File: src/rtl/uart_rx_pkg.sv
// Shared types for the buffered UART receiver: FSM states, parity modes,
// and the width of one FIFO entry ({data, parity_err, frame_err}).
package uart_rx_pkg;

  typedef enum logic [2:0] {
    ST_IDLE   = 3'd0,
    ST_START  = 3'd1,
    ST_DATA   = 3'd2,
    ST_PARITY = 3'd3,
    ST_STOP   = 3'd4
  } rx_state_e;

  typedef enum logic [1:0] {
    PAR_NONE = 2'd0,
    PAR_EVEN = 2'd1,
    PAR_ODD  = 2'd2
  } parity_mode_e;

  function automatic int entry_width(input int data_bits);
    return data_bits + 2;
  endfunction

endpackage

File: src/rtl/uart_rx_fifo.sv
// Synchronous FIFO for received frames. A pop and a push in the same cycle
// both take effect, even when full; the head reads as zero while empty.
module uart_rx_fifo #(
  parameter int WIDTH = 10,
  parameter int DEPTH = 8
) (
  input  logic                     clk_in,
  input  logic                     reset,
  input  logic                     push,
  input  logic [WIDTH-1:0]         wr_data,
  input  logic                     pop,
  output logic [WIDTH-1:0]         rd_data,
  output logic                     full,
  output logic                     empty,
  output logic [$clog2(DEPTH):0]   level
);

  localparam int AW = $clog2(DEPTH);
  localparam logic [AW:0] DEPTH_L = DEPTH[AW:0];

  logic [WIDTH-1:0] mem_q [DEPTH];
  logic [AW-1:0]    wr_ptr_q, wr_ptr_d, rd_ptr_q, rd_ptr_d;
  logic [AW:0]      level_q, level_d;
  logic             do_push, do_pop;

  assign empty   = (level_q == '0);
  assign full    = (level_q == DEPTH_L);
  assign level   = level_q;
  assign do_pop  = pop && !empty;
  assign do_push = push && (!full || do_pop);
  assign rd_data = empty ? '0 : mem_q[rd_ptr_q];

  // Pointers wrap naturally because DEPTH is a power of two.
  always_comb begin
    wr_ptr_d = wr_ptr_q;
    rd_ptr_d = rd_ptr_q;
    level_d  = level_q;
    if (do_push) wr_ptr_d = wr_ptr_q + 1'b1;
    if (do_pop)  rd_ptr_d = rd_ptr_q + 1'b1;
    if (do_push && !do_pop)      level_d = level_q + 1'b1;
    else if (do_pop && !do_push) level_d = level_q - 1'b1;
  end

  always_ff @(posedge clk_in or posedge reset) begin
    if (reset) begin
      wr_ptr_q <= '0;
      rd_ptr_q <= '0;
      level_q  <= '0;
    end else begin
      wr_ptr_q <= wr_ptr_d;
      rd_ptr_q <= rd_ptr_d;
      level_q  <= level_d;
    end
  end

  always_ff @(posedge clk_in) begin
    if (do_push) mem_q[wr_ptr_q] <= wr_data;
  end

endmodule

File: src/rtl/uart_rx_buffered.sv
// Oversampling UART receiver with optional parity, 1/2 stop bits and a
// receive FIFO; break frames are stored and re-arming waits for idle-high.
module uart_rx_buffered
  import uart_rx_pkg::*;
#(
  parameter int DATA_BITS   = 8,
  parameter int PARITY_MODE = 0,
  parameter int STOP_BITS   = 1,
  parameter int OVERSAMPLE  = 16,
  parameter int FIFO_DEPTH  = 8,
  parameter int DIV_WIDTH   = 16
) (
  input  logic                          clk_in,
  input  logic                          reset,
  input  logic                          uart_rx,
  input  logic                          rx_en,
  input  logic [DIV_WIDTH-1:0]          clk_div,
  output logic [DATA_BITS-1:0]          rx_data,
  output logic                          rx_parity_err,
  output logic                          rx_frame_err,
  output logic                          rx_valid,
  input  logic                          rx_ready,
  output logic                          overrun,
  input  logic                          clr_overrun,
  output logic [$clog2(FIFO_DEPTH):0]   fifo_level,
  output logic                          busy,
  output rx_state_e                     dbg_state
);

  localparam int EW = entry_width(DATA_BITS);
  localparam int TW = $clog2(OVERSAMPLE);
  localparam logic [TW-1:0] HALF_M1   = TW'(OVERSAMPLE / 2 - 1);
  localparam logic [TW-1:0] FULL_M1   = TW'(OVERSAMPLE - 1);
  localparam logic [3:0]    BIT_LAST  = 4'(DATA_BITS - 1);
  localparam logic [3:0]    STOP_LAST = 4'(STOP_BITS - 1);
  localparam parity_mode_e  PMODE     = parity_mode_e'(PARITY_MODE[1:0]);

  logic rx_meta_q, rx_meta_d, rx_sync_q, rx_sync_d, rx_prev_q, rx_prev_d;
  logic [DIV_WIDTH-1:0] div_q, div_d, cnt_q, cnt_d;
  logic overrun_q, overrun_d;
  logic tick, start_det, stop_err, push;
  logic fifo_full, fifo_empty;
  logic [EW-1:0] push_entry, head_entry;

  rx_state_e            state_q;
  logic [TW-1:0]        os_q;
  logic [3:0]           bit_q;
  logic [DATA_BITS-1:0] shift_q;
  logic                 par_err_q, frame_err_q, wait_high_q;

  assign tick       = (cnt_q == div_q);
  assign start_det  = (state_q == ST_IDLE) && rx_en && !wait_high_q && rx_prev_q && !rx_sync_q;
  assign stop_err   = frame_err_q | ~rx_sync_q;
  assign push       = (state_q == ST_STOP) && tick && (os_q == FULL_M1) && (bit_q == STOP_LAST);
  assign push_entry = {shift_q, par_err_q, stop_err};

  // The divisor is latched at start detection so a frame sees one bit rate.
  always_comb begin
    rx_meta_d = uart_rx;
    rx_sync_d = rx_meta_q;
    rx_prev_d = rx_sync_q;
    div_d     = div_q;
    cnt_d     = cnt_q + 1'b1;
    if (start_det) begin
      div_d = clk_div;
      cnt_d = '0;
    end else if (tick) begin
      cnt_d = '0;
    end
    overrun_d = (overrun_q & ~clr_overrun) | (push & fifo_full & ~(rx_ready & ~fifo_empty));
  end

  always_ff @(posedge clk_in or posedge reset) begin
    if (reset) begin
      rx_meta_q <= 1'b1;
      rx_sync_q <= 1'b1;
      rx_prev_q <= 1'b1;
      div_q     <= '0;
      cnt_q     <= '0;
      overrun_q <= 1'b0;
    end else begin
      rx_meta_q <= rx_meta_d;
      rx_sync_q <= rx_sync_d;
      rx_prev_q <= rx_prev_d;
      div_q     <= div_d;
      cnt_q     <= cnt_d;
      overrun_q <= overrun_d;
    end
  end

  always_ff @(posedge clk_in or posedge reset) begin
    if (reset) begin
      state_q     <= ST_IDLE;
      os_q        <= '0;
      bit_q       <= '0;
      shift_q     <= '0;
      par_err_q   <= 1'b0;
      frame_err_q <= 1'b0;
      wait_high_q <= 1'b0;
    end else begin
      case (state_q)
        ST_IDLE: begin
          if (rx_sync_q) wait_high_q <= 1'b0;
          if (start_det) begin
            state_q     <= ST_START;
            os_q        <= '0;
            bit_q       <= '0;
            par_err_q   <= 1'b0;
            frame_err_q <= 1'b0;
          end
        end
        ST_START: if (tick) begin
          if (os_q == HALF_M1) begin
            os_q    <= '0;
            state_q <= rx_sync_q ? ST_IDLE : ST_DATA;
          end else os_q <= os_q + 1'b1;
        end
        ST_DATA: if (tick) begin
          if (os_q == FULL_M1) begin
            os_q    <= '0;
            shift_q <= {rx_sync_q, shift_q[DATA_BITS-1:1]};
            if (bit_q == BIT_LAST) begin
              bit_q   <= '0;
              state_q <= (PMODE == PAR_NONE) ? ST_STOP : ST_PARITY;
            end else bit_q <= bit_q + 1'b1;
          end else os_q <= os_q + 1'b1;
        end
        ST_PARITY: if (tick) begin
          if (os_q == FULL_M1) begin
            os_q      <= '0;
            par_err_q <= ((rx_sync_q ^ (^shift_q)) != (PMODE == PAR_ODD));
            state_q   <= ST_STOP;
          end else os_q <= os_q + 1'b1;
        end
        ST_STOP: if (tick) begin
          if (os_q == FULL_M1) begin
            os_q        <= '0;
            frame_err_q <= stop_err;
            if (bit_q == STOP_LAST) begin
              state_q     <= ST_IDLE;
              wait_high_q <= stop_err && (shift_q == '0);
            end else bit_q <= bit_q + 1'b1;
          end else os_q <= os_q + 1'b1;
        end
        default: state_q <= ST_IDLE;
      endcase
    end
  end

  // rx_valid/rx_ready: the head entry transfers on a clk_in edge where both
  // are high; until then rx_valid stays high and the head is held stable.
  uart_rx_fifo #(.WIDTH(EW), .DEPTH(FIFO_DEPTH)) u_fifo (
    .clk_in  (clk_in),
    .reset   (reset),
    .push    (push),
    .wr_data (push_entry),
    .pop     (rx_ready),
    .rd_data (head_entry),
    .full    (fifo_full),
    .empty   (fifo_empty),
    .level   (fifo_level)
  );

  assign {rx_data, rx_parity_err, rx_frame_err} = head_entry;
  assign rx_valid  = ~fifo_empty;
  assign overrun   = overrun_q;
  assign busy      = (state_q != ST_IDLE);
  assign dbg_state = state_q;

endmodule

File: config.mk
export PLATFORM = sky130hd
export DESIGN_NAME = uart_rx_buffered
export DESIGN_NICKNAME = d
export VERILOG_FILES = /design/src/rtl/uart_rx_pkg.sv /design/src/rtl/uart_rx_fifo.sv /design/src/rtl/uart_rx_buffered.sv
export SDC_FILE = /design/constraint.sdc
export NUM_CORES = 1
export LEC_CHECK = 0
export BUFFER_PORTS_ARGS = -buffer_cell sky130_fd_sc_hd__buf_2
export CAP_MARGIN = 0
export CORE_ASPECT_RATIO = 2
export CORE_MARGIN = 2
export CORE_UTILIZATION = 40
export CTS_CLUSTER_SIZE = 20
export DETAILED_ROUTE_END_ITERATION = 10
export PLACE_DENSITY_LB_ADDON = 0.15
export SLEW_MARGIN = 25
export SYNTH_ARGS = -nofsm -noshare
export SYNTH_HDL_FRONTEND = slang
export SYNTH_HIERARCHICAL = 1
export SYNTH_SLANG_ARGS = --single-unit
File: constraint.sdc
create_clock -name clk_in -period 3.9 [get_ports clk_in]
set_input_delay 0.585 -clock clk_in [delete_from_list [all_inputs] [get_ports clk_in]]
set_output_delay 0.585 -clock clk_in [all_outputs]
set_load 0.05 [all_outputs]
==> run metrics <==
Net count, final 567; CP Max Fanout 7; Sum Neg Setup Slack 0 ps; clk sinks 148; Worst EP required 4190 ps; Post-Route WL 13610 um; Max Clock Freq 0.2946 GHz; startpoint types flop; DRT iter0 DRCs 220; vias 3925; number of diodes 0; Tot GR Track Use 0.1673; Post-synth ARST share 0.4595; most common cell in the netlist edfxtp_1; maximum VDD drop 0.0003322 V; largest cells by area after synthesis edfxtp_1, dfrtp_1, mux4_2, mux2_2, xor2_1; die area 0.01795 mm^2; DRC 0; Post-synth EDFFs 80; Final WS setup 505.7 ps; pwr dens 432.6 mW/mm^2; status finished, final reports clean; HP Class primary input to async pin; pin slew with the least headroom to its limit 979.0 ps; Synth area leader edfxtp_1; worst flop-to-flop path endpoint u_fifo/level[3]; Worst Setup EP u_fifo/level[3]; Layout Utilization 0.4709; critical path data arrival time 3680 ps; CP max-delay cell or4_1; quantity of hold-fixing buffers added after cts 0; RSZ-0062 raised after global routing false; first-pass GRT wire length 22160 um; Starting Density 0.4055; antenna-violating nets left 0; Critical Path Max Stage Delay 520 ps; CTS Root Cell clkbuf_16; die width 95.73 um; core box area 0.01660 mm^2; CTS Buf Count 17; Placed Cells 719; Slew Viols, Final 0; CP startpoint cnt_q[5]; Worst Skew 14.58 ps; instance count on the critical path 12; leakage 0.003243 uW; WL per Instance 18.12 um; Cell variety after synth 66; fin crit share 0.8703; Final setup viols 0; Non-Filler Instances 751; Critical R2R Launch cnt_q[5]; CP cell instances xor2_1 -> nor4_1 -> and4_1 -> and3_2 -> o21ai_4 -> inv_1 -> ha_1 -> inv_1 -> ha_1 -> or4_1 -> nand3_1 -> o221ai_1; port bufs 41; sequential area share after synthesis 0.6102; CTS H-tree lvls 4; Post-Synthesis Cells 475; DP HPWL 8744 um; fin crit period 3394 ps; Clk pin slew, worst setup/hold paths 60 ps; layout cells sized above 1 0.2647; DIE HEIGHT 187.5 um; max_cap viols 0; Synth Flop Type edfxtp_1; Setup Crit Path Kind flop to flop; Site Rows 67; Synth top area share 0.3569; Mapped Nets 511; post_cts resized 0; Critical Path End Type flop; Seq cells post-synth 148; Synth top cells by count edfxtp_1, dfrtp_1, nor2_1; crit-path leading delay family simple AND/OR/NAND/NOR gates; Max Root-Sink Buffers 2; worst reg2reg setup slack 510 ps; Skew-Pair Late Insertion Delay 420 ps; initial antenna violation count 0; CTS tree yes; Placer Congestion 0.7374; Post-Syn Area 0.006731 mm^2; GRT Residual Overflow 0; routed vias/inst 5.226; largest net degree at the start of global routing 40; Setup WS pre-CTS 495.9 ps; Worst Path Buf+Inv 2; total power 3382 uW; post-CTS setup buffers 0; Ys Warns 6; Fill cells 1489; drt first pass iters 4; Synth Area per Inst 14.17 um^2; Hold Vio Cnt, Final 0; vias in the first global route 4051; I/O pin count 42; max_slew headroom 0.3473; area growth from synthesis to layout 16.12%; FF-to-FF path depth 12
## sequential cells by signal (all words and copies together), names as in the netlist, 3 cells and up
signal	count
div_q	16
shift_q	8
u_fifo/rd_ptr_q	3
dbg_state	3
cnt_q	16
u_fifo/level	4
os_q	4
u_fifo/wr_ptr_q	3
bit_q	4
u_fifo/mem_q	80
## cells by family (layout without fill, tap and decap cells)
kind of cell | Yosys count | after routing | synth area share
AO/OA/AOI/OAI | 54 | 54 | 0.05855
XOR/XNOR | 42 | 42 | 0.05465
adder cells (fa/ha/maj) | 15 | 15 | 0.02863
buffers and inverters | 42 | 111 | 0.02955
flip-flops | 148 | 148 | 0.6102
multiplexers | 50 | 50 | 0.1164
AND/OR/NAND/NOR | 124 | 124 | 0.1020
## worst min path at each step
stage                          from                  to  slack (ps)  cells past startpoint
after floorplan           rx_meta_q           rx_prev_d         350                      0
after global placement    rx_meta_q           rx_prev_d         350                      0
after detailed placement  rx_meta_q           rx_prev_d         350                      0
after CTS                     reset  u_fifo/wr_ptr_q[2]         180                      2
after global routing          reset  u_fifo/wr_ptr_q[2]         210                      2
final                         reset  u_fifo/rd_ptr_q[0]         180                      2
## through the flow
step / hold WS (ps) / instance area [um^2]
after global placement: 347.8 / 7202
after detailed placement: 347.2 / 7202
final: 184.7 / 7816
after CTS: 181.3 / 7816
after floorplan: 345.2 / 6731
after global routing: 207.9 / 7816
## area by class of cell
class	count	area, um^2	area share
tap	207	259.0	0.03314
timing repair buffer	56	317.8	0.04066
multi-input combinational	285	2431	0.3110
clock buffer	19	442.9	0.05667
sequential	148	4108	0.5255
clock inverter	13	171.4	0.02193
inverter	23	86.33	0.01105
## where the power goes
group / switching [uW] / internal, uW / total (uW)
clock: 654 / 1030 / 1690
combinational: 26.5 / 15.7 / 42.2
sequential: 5.47 / 1650 / 1650
## layer usage
metal  GRT usage  part of all wire  wire length, um  vias to the layer above
li1            -                 -                -                     1889
met1      0.2408              0.47             6366                     1953
met2      0.2515              0.48             6592                       73
met3     0.03143             0.034              465                       10
met4     0.06264             0.013              183                        0
met5           0                 0                0                        -
## layout by cell type (no fill, tap or decap), drive strengths merged, types with 19 or more instances in the layout
cell type	n
buf	56
clkbuf	19
dfrtp	65
edfxtp	80
inv	27
mux2	20
mux4	20
nand2	20
nor2	27
xnor2	19
xor2	23
No activity file was read; power rests on OpenSTA's default activity.
